<file path="src/rtl/bcd2bin_seq_pkg.sv">
// Shared constants for the BCD-to-binary converter.
// Holds the FSM state encoding and the BCD digit constants.
// No logic; imported by bcd2bin_seq and bcd_mac_step.
package bcd2bin_seq_pkg;

    // FSM state encoding (2 bits)
    localparam int         ST_W    = 2;
    localparam logic [1:0] ST_IDLE = 2'd0;
    localparam logic [1:0] ST_CONV = 2'd1;
    localparam logic [1:0] ST_DONE = 2'd2;

    // BCD digit properties
    localparam int         DIGIT_W = 4;
    localparam logic [3:0] BCD_MAX = 4'd9;

    // Decimal radix applied per digit step: acc*10 = (acc<<3) + (acc<<1)
    localparam int         MULT    = 10;

endpackage

</file>
<file path="src/rtl/bcd_mac_step.sv">
// One decimal multiply-accumulate step: acc_next = sat(acc*10 + digit).
// Latency: combinational, 0 cycles.
// Backpressure: none; pure function of its inputs.
//
// Ports:
//   acc       current accumulator (WIDTH bits)
//   digit     BCD digit to append (may be an invalid code > 9)
//   acc_next  saturated result, clamped to 2^WIDTH-1
//   sat       result exceeded 2^WIDTH-1
//   bad_digit digit code is above 9
module bcd_mac_step
    import bcd2bin_seq_pkg::*;
#(
    parameter int WIDTH = 16
) (
    input  logic [WIDTH-1:0]   acc,
    input  logic [DIGIT_W-1:0] digit,
    output logic [WIDTH-1:0]   acc_next,
    output logic               sat,
    output logic               bad_digit
);

    // Four guard bits hold the worst case (2^WIDTH-1)*10 + 15 without wrap.
    localparam int              EXT_W = WIDTH + 4;
    localparam logic [EXT_W-1:0] LIMIT = {4'b0000, {WIDTH{1'b1}}};

    logic [EXT_W-1:0] acc_ext;
    logic [EXT_W-1:0] prod;
    logic [EXT_W-1:0] sum;

    assign acc_ext   = {4'b0000, acc};
    // x10 as shift-and-add: 8*acc + 2*acc
    assign prod      = (acc_ext << 3) + (acc_ext << 1);
    assign sum       = prod + {{WIDTH{1'b0}}, digit};

    assign sat       = (sum > LIMIT);
    assign acc_next  = sat ? {WIDTH{1'b1}} : sum[WIDTH-1:0];
    assign bad_digit = (digit > BCD_MAX);

endmodule

</file>
<file path="src/rtl/bcd2bin_seq.sv">
// Sequential BCD-to-binary converter, one digit per clock, MSD first.
// Latency: NDIGITS+1 cycles from accepted start to the done pulse.
// Backpressure: start is ignored while busy; no queueing of requests.
//
// Ports:
//   sysclk   system clock, rising edge
//   sreset   synchronous reset, active-high; aborts a conversion silently
//   start    conversion request, sampled only while idle
//   bcd_in   packed BCD, [3:0] = units, top nibble = MSD; captured on start
//   bin_out  converted value, held until the next done
//   done     one-cycle pulse, bin_out/ovf/err valid
//   busy     high from the cycle after start through the done cycle
//   ovf      value exceeded 2^WIDTH-1, bin_out saturated
//   err      at least one digit > 9, bin_out forced to 0
module bcd2bin_seq
    import bcd2bin_seq_pkg::*;
#(
    parameter int NDIGITS = 5,
    parameter int WIDTH   = 16
) (
    input  logic                   sysclk,
    input  logic                   sreset,
    input  logic                   start,
    input  logic [4*NDIGITS-1:0]   bcd_in,
    output logic [WIDTH-1:0]       bin_out,
    output logic                   done,
    output logic                   busy,
    output logic                   ovf,
    output logic                   err
);

    localparam int BCD_W = DIGIT_W * NDIGITS;
    localparam int CNT_W = (NDIGITS > 1) ? $clog2(NDIGITS) : 1;
    localparam logic [CNT_W-1:0] CNT_LAST = CNT_W'(NDIGITS - 1);

    logic [ST_W-1:0]  state;
    logic [BCD_W-1:0] shreg;
    logic [CNT_W-1:0] cnt;
    logic [WIDTH-1:0] acc;
    logic             ovf_sticky;
    logic             err_sticky;

    logic [WIDTH-1:0] mac_acc;
    logic             mac_sat;
    logic             mac_bad;

    // Flags including the step being taken this cycle; used on the last
    // digit so the output registers see the final sticky state directly.
    logic             ovf_final;
    logic             err_final;

    bcd_mac_step #(
        .WIDTH (WIDTH)
    ) u_mac (
        .acc       (acc),
        .digit     (shreg[BCD_W-1 -: DIGIT_W]),
        .acc_next  (mac_acc),
        .sat       (mac_sat),
        .bad_digit (mac_bad)
    );

    assign ovf_final = ovf_sticky | mac_sat;
    assign err_final = err_sticky | mac_bad;

    assign busy = (state != ST_IDLE);
    assign done = (state == ST_DONE);

    always_ff @(posedge sysclk) begin
        if (sreset) begin
            state      <= ST_IDLE;
            shreg      <= '0;
            cnt        <= '0;
            acc        <= '0;
            ovf_sticky <= 1'b0;
            err_sticky <= 1'b0;
            bin_out    <= '0;
            ovf        <= 1'b0;
            err        <= 1'b0;
        end else begin
            case (state)
                ST_IDLE: begin
                    if (start) begin
                        shreg      <= bcd_in;
                        acc        <= '0;
                        ovf_sticky <= 1'b0;
                        err_sticky <= 1'b0;
                        cnt        <= '0;
                        state      <= ST_CONV;
                    end
                end

                ST_CONV: begin
                    // Once saturated, acc*10+d stays above the limit, so the
                    // clamp holds for the remaining digits without extra state.
                    acc        <= mac_acc;
                    ovf_sticky <= ovf_final;
                    err_sticky <= err_final;
                    shreg      <= {shreg[BCD_W-DIGIT_W-1:0], {DIGIT_W{1'b0}}};
                    cnt        <= cnt + CNT_W'(1);
                    if (cnt == CNT_LAST) begin
                        // Results land on entry to DONE so they are valid
                        // during the done pulse. An invalid digit wins over
                        // overflow and zeroes the value.
                        cnt     <= '0;
                        state   <= ST_DONE;
                        bin_out <= err_final ? '0 : mac_acc;
                        err     <= err_final;
                        ovf     <= ovf_final & ~err_final;
                    end
                end

                ST_DONE: begin
                    state <= ST_IDLE;
                end

                default: begin
                    state <= ST_IDLE;
                end
            endcase
        end
    end

endmodule

</file>
<file path="config.mk">
export PLATFORM = sky130hd
export DESIGN_NAME = bcd2bin_seq
export DESIGN_NICKNAME = d
export VERILOG_FILES = /design/src/rtl/bcd2bin_seq_pkg.sv /design/src/rtl/bcd_mac_step.sv /design/src/rtl/bcd2bin_seq.sv
export SDC_FILE = /design/constraint.sdc
export NUM_CORES = 1
export LEC_CHECK = 0
export CAP_MARGIN = 5
export CORE_ASPECT_RATIO = 1.2
export CORE_MARGIN = 2
export CORE_UTILIZATION = 50
export DETAILED_ROUTE_END_ITERATION = 8
export HOLD_SLACK_MARGIN = 0.02
export PLACE_DENSITY_LB_ADDON = 0.12
export REMOVE_ABC_BUFFERS = 1
export SYNTH_ARGS = -nofsm -noshare
export SYNTH_HDL_FRONTEND = slang
export SYNTH_SLANG_ARGS = --single-unit
</file>
<file path="constraint.sdc">
create_clock -name sysclk -period 3 [get_ports sysclk]
set_input_delay 0.45 -clock sysclk [delete_from_list [all_inputs] [get_ports sysclk]]
set_output_delay 0.45 -clock sysclk [all_outputs]
set_load 0.1 [all_outputs]
</file>
# Yosys cells after proc, flatten, opt, wreduce, memory -nomap -nowiden
# Cells that the tools add are included.
# totals
out_inout_bits,20
ff_bits,61
# classes
n_reduce_logical,6
n_addsub,3
muxes,15
bitwise,4
n_eq_ne,5
order_cmp,2
# op_table
operator,n
$mux W16,3
$pmux W20 S2,1
$pmux W16 S2,1
$add A19 B17 Y20,1
$add A20 B4 Y20,1
$gt A20 B16 Y1 const B,1
$mux W20,1
$mux W3,2
$pmux W3 S2,1
$reduce_and A2 Y1,3
$gt A4 B4 Y1 const B,1
$mux W2,2
$ne A2 B2 Y1 const B,2
$pmux W1 S2,2
$pmux W2 S2,1
$reduce_bool A2 Y1,2
$add A3 B1 Y3 const B,1
$eq A3 B3 Y1 const B,1
$eq A2 B1 Y1 const B,1
$eq A2 B2 Y1 const B,1
$logic_not A2 Y1,1
$or A1 B1 Y1,2
$and A1 B1 Y1,1
$mux W1,1
$not A1 Y1,1

# Depth between registers and ports, before layout
# Gate-level depths: netlist of the first run.
# logic_depth
word_depth,5
mapped_depth,11

# Hierarchy
# Synthesis of the first run repeated with hierarchy kept, for this count alone.
# hier_totals
hier_cells,393
area_unflattened_um2,3708.6
# modules_own_cells
mod,n_inst,cells_each,area_per_inst_um2
bcd2bin_seq,1,250,2537.4
bcd_mac_step,1,143,1171.1

# Least setup slack after synthesis of the first run
# OpenSTA, ideal clock, no wires.
# synth_timing
path_kind,reg-to-reg
startpoint,register shreg[19]
endpoint,register bin_out[6]
period_less_slack_ns,3.221
path_slack_ns,-0.221
setup_ns,0.119
arrival_time_ns,3.102
path_stages_with_launch,11
path_cell_list,dfxtp_1 -> fa_1 -> fa_1 -> a21o_1 -> a221oi_2 -> o41ai_2 -> a31oi_1 -> mux2i_4 -> buf_6 -> nand4_1 -> a22o_1
# synth_between
elab_chain_len,4
# synth_rtl
element,line,rtl
start: declaration,bcd2bin_seq.sv:37,logic [BCD_W-1:0] shreg;
start signal: assignment,bcd2bin_seq.sv:83,shreg <= bcd_in;
start signal: assignment,bcd2bin_seq.sv:98,"shreg <= {shreg[BCD_W-DIGIT_W-1:0], {DIGIT_W{1'b0}}};"
$add A20 B4 Y20,bcd_mac_step.sv:34,"assign sum = prod + {{WIDTH{1'b0}}, digit};"
$gt A20 B16 Y1,bcd_mac_step.sv:36,assign sat = (sum > LIMIT);
$mux W16,bcd_mac_step.sv:37,assign acc_next = sat ? {WIDTH{1'b1}} : sum[WIDTH-1:0];
$mux W16 (*),bcd2bin_seq.sv:106,bin_out <= err_final ? '0 : mac_acc;
end signal: assignment,bcd2bin_seq.sv:106,
end: declaration,bcd2bin_seq.sv:25,"output logic [WIDTH-1:0] bin_out,"
# Every way passes the cells marked *; elsewhere a longest branch is shown, timed or not.
# A chain may end at the register's enable or synchronous reset.

# Worst setup path after layout of the first run
# layout_timing
startpoint,register acc[0]
endpoint,register acc[0]
# layout_between
elab_chain_len,5
# layout_rtl
element,line,rtl
start: declaration,bcd2bin_seq.sv:39,logic [WIDTH-1:0] acc;
start signal: assignment,bcd2bin_seq.sv:95,acc <= mac_acc;
$add A19 B17 Y20,bcd_mac_step.sv:33,assign prod = (acc_ext << 3) + (acc_ext << 1);
$add A20 B4 Y20,bcd_mac_step.sv:34,
$gt A20 B16 Y1,bcd_mac_step.sv:36,
$mux W16,bcd_mac_step.sv:37,
$pmux W16 S2,bcd2bin_seq.sv:80,case (state)
# No other way between the ends.

==> results.py, run 1 <==
metrics = {
    "logic_synthesis": {
        "synth_seq_cells": 61,
        "avgSynthCellArea_um2": 9.69,
        "yosysSeqAreaShare_pct": 36.4,
        "yosys_warnings": 0,
        "synth_edf_count": 0,
        "async_reset_ff_share_pct": 0,
        "yosysUniqueCellTypes": 48,
        "synth_flop_cell": "dfxtp_1",
        "syn_inst": 346,
        "synth.cell_area_um2": 3350,
    },
    "layout": {
        "syn_to_final_growth_pct": 31.2,
        "drive_gt1_share_pct": 24.2,
        "nNetsFinal": 478,
        "instances_no_fill": 510,
        "num_antenna_cells": 0,
        "n_fill_cell": 543,
    },
    "global_routing": {
        "grtUsageTotal_pct": 24.6,
        "grt_max_degree": 22,
        "grt_pass1_vias": 2981,
        "overflow": 0,
        "grt_first_pass_wirelength_um": 14100,
        "antenna_found_initial": 0,
    },
    "sta": {
        "relSlewSlack_pct": 20.6,
        "whs_ns": 0.470,
        "grt_setup_unrepaired": "yes",
        "fmax_ghz": 0.318,
        "worst_pin_slew_ns": 1.19,
        "fin_crit_sh_pct": 105,
        "finalHoldViolCount": 0,
        "setup_viol": 34,
        "fin_worst_skew_ns": 0.00690,
        "finalWorstSetupSlack_ns": -0.146,
        "slew_viol_final": 0,
        "period_needed_ns": 3.15,
        "setup_tns_ns": -2.48,
    },
    "place": {
        "post-place-ws_ns": -0.245,
        "dp.cells": 486,
        "gp_congestion": 0.857,
        "post-dp-hpwl_um": 6030,
        "io_buffer_count": 42,
    },
    "clock_tree": {
        "clock_latency_ns": 0.34,
        "htree_levels": 3,
        "cts_buffers": 9,
        "cts_tree": "done",
        "cts-root-buf": "clkbuf_8",
        "clock-sinks": 61,
        "clockBufferDepth": 2,
        "clk_pin_slew_ns": 0.07,
    },
    "floorplanning": {
        "std_cell_rows": 32,
        "fp.coreArea_um2": 6450,
        "dieHeight_um": 93.7,
        "die_w_um": 78.7,
        "die-area_um2": 7380,
        "initial_utilization_pct": 52.0,
        "io_pins": 43,
    },
    "detailed_routing": {
        "vias": 3051,
        "drc": 0,
        "wire_per_inst_um": 17.1,
        "dr.pass1.iters": 4,
        "routed_wl_um": 8740,
        "ant_nets": 0,
        "via_per_inst": 5.98,
        "initialDrtViolationCount": 159,
    },
    "worst_setup_path": {
        "critPathSlowestCell": "fa_1",
        "endpoint_kind": "flip-flop",
        "path_cells": "fa_1, fa_2, a21o_1, a221oi_4, o41ai_4, buf_4, a31oi_4, mux2i_4, buf_6, nand4b_1, a22o_1",
        "path_class": "reg -> reg",
        "worst-path-max-fanout": 9,
        "crit_required_ns": 3.23,
        "cp_slowest_stage_delay_ns": 0.51,
        "cp_data_arrival_time_ns": 3.37,
        "start_kind": "flip-flop",
    },
    "hold_path": {
        "hold_path_class": "reg -> reg",
    },
    "pwr": {
        "p_per_area_nw_per_um2": 448,
        "power_mw": 1.97,
        "p_leak_nw": 2.09,
        "vdd_drop_max_mv": 0.374,
    },
    "outcome": {
        "status": "complete, but fails checks",
        "violations": "negative setup slack",
    },
    "flow_run": {
        "drv_cap": 0,
    },
}
==> routing by layer <==
metal | global-route usage [%] | vias up | wire length [um]
li1 | - | 1484 | -
met1 | 29.0 | 1467 | 3780
met2 | 42.8 | 79 | 4320
met3 | 5.96 | 21 | 423
met4 | 9.65 | 0 | 208
met5 | 0 | - | 0
==> cells in the mapped netlist, drive strengths merged, types with 7 or more instances <==
cell,count,area share [%]
a2bb2oi,8,2.1
a21o,8,1.8
a22o,38,9.9
nand2,18,2.0
o221a,8,2.7
ha,33,12
o21ai,10,1.5
clkbuf,18,2.0
nor2,29,3.2
nand4,13,2.4
a21oi,17,2.5
xnor2,8,2.1
mux2i,7,2.5
dfxtp,61,36
inv,7,0.78
==> power breakdown <==
part | switching (mW) | internal (mW) | total, mW
Combinational | 0.136 | 0.133 | 0.269
Clock | 0.324 | 0.511 | 0.834
Sequential | 0.0226 | 0.846 | 0.868
Total | 0.482 | 1.49 | 1.97
==> registers in the layout (all words and copies together) (netlist names) <==
| name | cells |
|---|---|
| acc | 16 |
| bin_out | 16 |
| cnt | 3 |
| err | 1 |
| err_sticky | 1 |
| ovf | 1 |
| ovf_sticky | 1 |
| shreg | 20 |
| state | 2 |
==> layout by cell type, fill, tap and decap left out, types with 9 or more instances in the layout <==
master and n:
dfxtp_1 59, nand2_1 18, nand4_1 13, a21oi_1 16
o21ai_0 9, a22o_1 38, ha_1 30, nor2_1 29
buf_4 56, clkbuf_8 11, clkdlybuf4s50_1 22
==> metrics by stage <==
stage	instance area (um^2)	util [%]
6_report	4400	68.2
5_1_grt	4400	68.2
4_1_cts	4370	67.7
3_5_place_dp	4010	62.2
3_3_place_gp	4010	62.2
2_1_floorplan	3260	-
==> critical path: cells and delay by family, from the launching register on <==
family | cells | cell delay, ns
flops | 1 | 0.34
fa+ha+maj | 2 | 0.87
simple gates | 1 | 0.16
mux | 1 | 0.31
buf+inv | 2 | 0.33
compound gates | 5 | 1.04
==> kinds of logic (layout without fill, tap and decap cells) <==
family	Yosys count	count (layout)	synth area share [%]
AOI/OAI and AO/OA	120	120	28.6
DFF	61	61	36.4
xor gates and xnor gates	12	12	3.14
and+or+nand+nor	81	81	12.1
adders and majority gates	35	35	13.5
buffers and inverters	30	109	3.84
muxes	7	7	2.46
==> layout make-up <==
class	count	area [um^2]	share of cell area (%)
multi-input combinational	255	2100	47.7
sequential	61	1220	27.8
timing repair buffer	84	711	16.2
clock buffer	12	155	3.53
tap	85	106	2.42
clock inverter	4	70.1	1.59
inverter	9	33.8	0.768
==> final timing paths <==
| path | start | endpoint | slack, ns | cells after the start |
|---|---|---|---|---|
| min reg2reg | shreg[17] | shreg[17] | 0.47 | 2 |
| min | shreg[17] | shreg[17] | 0.47 | 2 |
| max reg2reg | acc[0] | acc[0] | -0.15 | 11 |
| max | acc[0] | acc[0] | -0.15 | 11 |
==> timing repair <==
item                                    in CTS  in global routing
cloned                                       1                  1
pin swaps                                   18                  9
endpoints found under the setup margin      34                 34
resized for setup                           15                  5
buffers inserted                             4                  3
hold buffers                                 0                  0
(Power assumes the default switching activity.)
==> inputs of run 2 (changes only) <==
Settings changed: CAP_MARGIN 5 to 25, CORE_UTILIZATION 50 to 55.
Clock period 3 ns to 3.7 ns, I/O delays scaled along.
==> results.py, run 2 (synthesis gave the netlist of run 1 again) <==
metrics = {
    "global_routing": {
        "grt_pass1_vias": 2910,
        "use_met2_pct": 46.1,
        "grt_use_met3_pct": 5.19,
        "grt_use_met1_pct": 32.8,
        "grt_max_degree": 24,
        "overflow": 0,
        "grt_first_pass_wirelength_um": 13700,
        "top_usage_layer": "met2",
        "grtUsageTotal_pct": 26.5,
        "antenna_found_initial": 0,
    },
    "hold_path": {
        "hold_path_class": "reg -> reg",
    },
    "detailed_routing": {
        "dr.pass1.iters": 4,
        "wire_per_inst_um": 17.2,
        "initialDrtViolationCount": 154,
        "vias": 2882,
        "routed_wl_um": 8150,
        "via_per_inst": 6.08,
        "ant_nets": 0,
        "drc": 0,
    },
    "layout": {
        "reg_top3": "shreg (20), acc (16), bin_out (16)",
        "n_fill_cell": 527,
        "syn_to_final_growth_pct": 20.9,
        "nNetsFinal": 445,
        "finish.utilization_pct": 67.8,
        "multi_input_area_um2": 2010,
        "regMostFlops": "shreg",
        "final_common_cell": "dfxtp_1",
        "layout_common_cells": "61 x dfxtp_1, 40 x clkdlybuf4s50_1, 38 x a22o_1",
        "ff_latch_area_um2": 1220,
        "largest_reg_flops": 20,
        "num_antenna_cells": 0,
        "drive_gt1_share_pct": 10.5,
    },
    "clock_tree": {
        "post_cts_resized": 0,
        "cts_tree": "done",
        "cts-root-buf": "clkbuf_8",
        "htree_levels": 3,
        "clockBufferDepth": 2,
        "clock_latency_ns": 0.34,
        "cts_hold_buffers": 0,
        "cts_buffers": 9,
        "clock-sinks": 61,
        "cts_setup_buffers": 0,
        "clk_pin_slew_ns": 0.06,
    },
    "floorplanning": {
        "io_pins": 43,
        "die_w_um": 75.3,
        "dieHeight_um": 89.5,
        "std_cell_rows": 31,
        "initial_utilization_pct": 56.1,
        "fp.coreArea_um2": 5970,
        "die-area_um2": 6740,
    },
    "worst_setup_path": {
        "worst-path-max-fanout": 16,
        "cp_data_arrival_time_ns": 3.64,
        "endpoint_kind": "flip-flop",
        "path_class": "reg -> reg",
        "cp_slowest_stage_delay_ns": 0.54,
        "crit_required_ns": 3.92,
        "start_kind": "flip-flop",
        "critPathSlowestCell": "fa_1",
        "path_common_cell": "fa_1",
        "path_cells": "fa_1, fa_1, a21o_1, a221oi_2, o41ai_2, a31oi_1, mux2i_4, buf_12, nand4b_1, a22o_1",
    },
    "sta": {
        "setup_viol": 0,
        "setup_tns_ns": 0,
        "fin_crit_sh_pct": 92.3,
        "grt_setup_unrepaired": "no",
        "slew_viol_final": 0,
        "finalHoldViolCount": 0,
        "period_needed_ns": 3.42,
        "worst_pin_slew_ns": 1.01,
        "fmax_ghz": 0.293,
        "fin_worst_skew_ns": 0.00932,
        "relSlewSlack_pct": 32.6,
    },
    "place": {
        "io_buffer_count": 42,
        "gp_congestion": 0.943,
        "post-dp-hpwl_um": 5760,
    },
    "pwr": {
        "vdd_drop_max_mv": 0.262,
        "p_per_area_nw_per_um2": 365,
        "p_leak_nw": 1.83,
    },
    "outcome": {
        "status": "completed",
    },
    "flow_run": {
        "drv_cap": 0,
    },
}
-- run 2: power breakdown --
part	switching [mW]	total [mW]	internal [mW]	leakage (nW)
sequential	0.0254	0.711	0.685	0.497
combinational	0.0969	0.186	0.0891	1.24
clock	0.256	0.583	0.328	0.0964
-- run 2: path summary, 6_finish.rpt --
kind | start | slack [ns] | to | depth (start not counted)
setup / recovery | shreg[19] | 0.28 | bin_out[0] | 10
hold / removal | shreg[17] | 0.46 | shreg[17] | 2
setup reg to reg | shreg[19] | 0.28 | bin_out[0] | 10
hold reg to reg | shreg[17] | 0.46 | shreg[17] | 2
-- run 2: area by class of cell --
type                            count  area share, %
Clock buffer                       12           3.58
Clock inverter                      4           1.17
Inverter                            9          0.834
Multi-Input combinational cell    255           49.5
Sequential cell                    61           30.1
Tap cell                           82           2.53
Timing Repair Buffer               51           12.2
-- run 2: metrics by stage --
| stage | setup slack, ns | power [mW] | cell area (um^2) | hold slack [ns] | instances |
|---|---|---|---|---|---|
| after CTS | 0.281 | 1.49 | 4050 | 0.463 | 474 |
| final | 0.284 | 1.48 | 4050 | 0.463 | 474 |
| after detailed placement | 0.292 | 0.910 | 3860 | 0.452 | 458 |
| after global routing | 0.103 | 1.54 | 4050 | 0.480 | 474 |
| after global placement | 0.363 | 0.906 | 3860 | 0.446 | 458 |
| after floorplan | 0.448 | 0.839 | 3260 | 0.432 | 325 |
-- run 2: worst max-delay path, delay by kind of cell, from the launching register on --
| family | cells | cell delay, ns |
|---|---|---|
| buffers and inverters | 1 | 0.18 |
| AND/OR/NAND/NOR | 1 | 0.13 |
| multiplexers | 1 | 0.34 |
| adder cells (fa/ha/maj) | 2 | 1.02 |
| AO/OA/AOI/OAI | 5 | 1.27 |
| flip-flops | 1 | 0.35 |
-- run 2: per-layer routing --
layer | up-vias | part of all wire (%)
li1 | 1419 | -
met1 | 1395 | 43
met2 | 57 | 52
met3 | 11 | 3.9
met4 | 0 | 1.2
met5 | - | 0
==> inputs of run 3 (changes only) <==
Settings changed: CORE_UTILIZATION 55 to 50.
Clock period 3.7 ns to 3 ns, I/O delays scaled along.
==> results.py, run 3 (synthesis gave the netlist of run 1 again) <==
metrics = {
    "sta": {
        "slew_viol_final": 0,
        "setup_tns_ns": -1.91,
        "period_needed_ns": 3.10,
        "worst_pin_slew_ns": 0.614,
        "fmax_ghz": 0.322,
        "relSlewSlack_pct": 58.9,
        "fin_worst_skew_ns": 0.00859,
        "setup_viol": 34,
        "grt_setup_unrepaired": "yes",
        "finalHoldViolCount": 0,
        "finalWorstSetupSlack_ns": -0.101,
        "fin_crit_sh_pct": 103,
        "whs_ns": 0.473,
    },
    "worst_setup_path": {
        "start_kind": "flip-flop",
        "crit_required_ns": 3.27,
        "r2r_slack_ns": -0.10,
        "cp_data_arrival_time_ns": 3.38,
        "worst-path-max-fanout": 4,
        "endpoint_kind": "flip-flop",
        "path_class": "reg -> reg",
        "r2r_cells": 12,
        "worstReg2RegStart": "acc[0]",
        "r2r-end": "ovf_sticky",
    },
    "floorplanning": {
        "die-area_um2": 7380,
        "die_w_um": 78.7,
        "fp.coreArea_um2": 6450,
        "std_cell_rows": 32,
        "dieHeight_um": 93.7,
        "io_pins": 43,
        "initial_utilization_pct": 52.0,
    },
    "hold_path": {
        "hold_depth": 2,
        "hold_path_class": "reg -> reg",
        "hp-start": "shreg[17]",
        "min_to": "shreg[17]",
    },
    "layout": {
        "layout_common_cells": "59 x dfxtp_1, 54 x buf_4, 38 x a22o_1",
        "instances_no_fill": 509,
        "drive_gt1_share_pct": 24.1,
        "regMostFlops": "shreg",
        "multi_input_area_um2": 2090,
        "finish.utilization_pct": 68.0,
        "reg_top3": "shreg (20), acc (16), bin_out (16)",
        "post-route-cell-area_um2": 4380,
        "ff_latch_area_um2": 1220,
        "num_antenna_cells": 0,
        "final_common_cell": "dfxtp_1",
        "n_fill_cell": 523,
        "syn_to_final_growth_pct": 30.7,
        "largest_reg_flops": 20,
        "nNetsFinal": 478,
    },
    "clock_tree": {
        "cts_hold_buffers": 0,
        "cts_tree": "done",
        "cts-root-buf": "clkbuf_8",
        "clk_pin_slew_ns": 0.07,
        "clockBufferDepth": 2,
        "clock_latency_ns": 0.33,
        "cts_buffers": 9,
        "htree_levels": 3,
        "clock-sinks": 61,
    },
    "outcome": {
        "violations": "negative setup slack",
        "status": "complete, but fails checks",
    },
    "detailed_routing": {
        "ant_nets": 0,
        "dr.pass1.iters": 4,
        "drc": 0,
        "routed_wl_um": 8580,
        "vias": 3056,
        "initialDrtViolationCount": 152,
        "via_per_inst": 6.00,
        "wire_per_inst_um": 16.9,
    },
    "place": {
        "io_buffer_count": 42,
        "place_area_um2": 4020,
        "dp.cells": 487,
        "post-dp-hpwl_um": 6090,
        "gp_congestion": 0.857,
    },
    "pwr": {
        "p_leak_nw": 2.08,
        "p_per_area_nw_per_um2": 426,
        "vdd_drop_max_mv": 0.380,
    },
    "global_routing": {
        "overflow": 0,
        "grtUsageTotal_pct": 24.5,
        "grt_max_degree": 22,
        "antenna_found_initial": 0,
        "grt_pass1_vias": 3011,
        "grt_first_pass_wirelength_um": 14200,
    },
    "flow_run": {
        "drv_cap": 0,
    },
}
==> run 3: changes by cell type in the layout (fill, tap and decap cells not counted), sizes merged <==
cell / delta
buf: +51
clkdlybuf4s50: -18
clkbuf: -1
==> run 3: worst max-delay path by stage <==
stage                     startpoint     endpoint  slack [ns]
after floorplan            shreg[19]  bin_out[10]       -0.25
final                         acc[0]   ovf_sticky       -0.10
after CTS                     acc[2]   ovf_sticky       -0.22
after global routing          acc[0]  bin_out[10]       -0.24
after detailed placement   shreg[19]       acc[0]       -0.26
after global placement     shreg[19]       acc[0]       -0.18
==> run 3: per-stage QoR <==
step	total power, mW	worst slack (ns)
after global placement	1.14	-0.175
after CTS	1.88	-0.217
after floorplan	1.03	-0.252
after global routing	1.94	-0.244
after detailed placement	1.14	-0.261
final	1.86	-0.101
==> run 3: cell type report <==
class,instances,area share [%]
Clock buffer,11,3.46
Clock inverter,4,1.09
Inverter,9,0.771
Multi-Input combinational cell,255,47.8
Sequential cell,61,27.9
Tap cell,85,2.43
Timing Repair Buffer,84,16.5
==> run 3: per-layer routing <==
layer | wire length (um) | share of wire [%] | track usage (%) | up-vias
met4 | 166 | 1.9 | 10.2 | 0
met3 | 426 | 5.0 | 4.81 | 16
met5 | 0 | 0 | 0 | -
li1 | - | - | - | 1483
met2 | 4390 | 51 | 43.1 | 95
met1 | 3590 | 42 | 28.9 | 1462
==> run 3: critical path, stage by stage, from the launching register on <==
cell	delay (ns)
dfxtp_2	0.33
fa_1	0.51
fa_2	0.36
a21o_1	0.23
a221oi_4	0.29
o41ai_4	0.12
buf_4	0.15
o211ai_1	0.27
o311ai_4	0.17
buf_6	0.16
buf_12	0.12
a31o_4	0.23
a21oi_2	0.12
==> run 3: what timing repair did <==
item                       in CTS  in global routing
setup buffers                   7                  1
resized for setup              13                  9
pin swaps                      20                 15
gates cloned                    2                  0
setup endpoints to repair      34                 34
==> run 3: where the power goes <==
part	leakage (nW)	internal, mW	switching, mW	total, mW
sequential	0.498	0.845	0.0224	0.868
combinational	1.48	0.132	0.133	0.265
clock	0.101	0.421	0.310	0.731
total	2.08	1.40	0.465	1.86
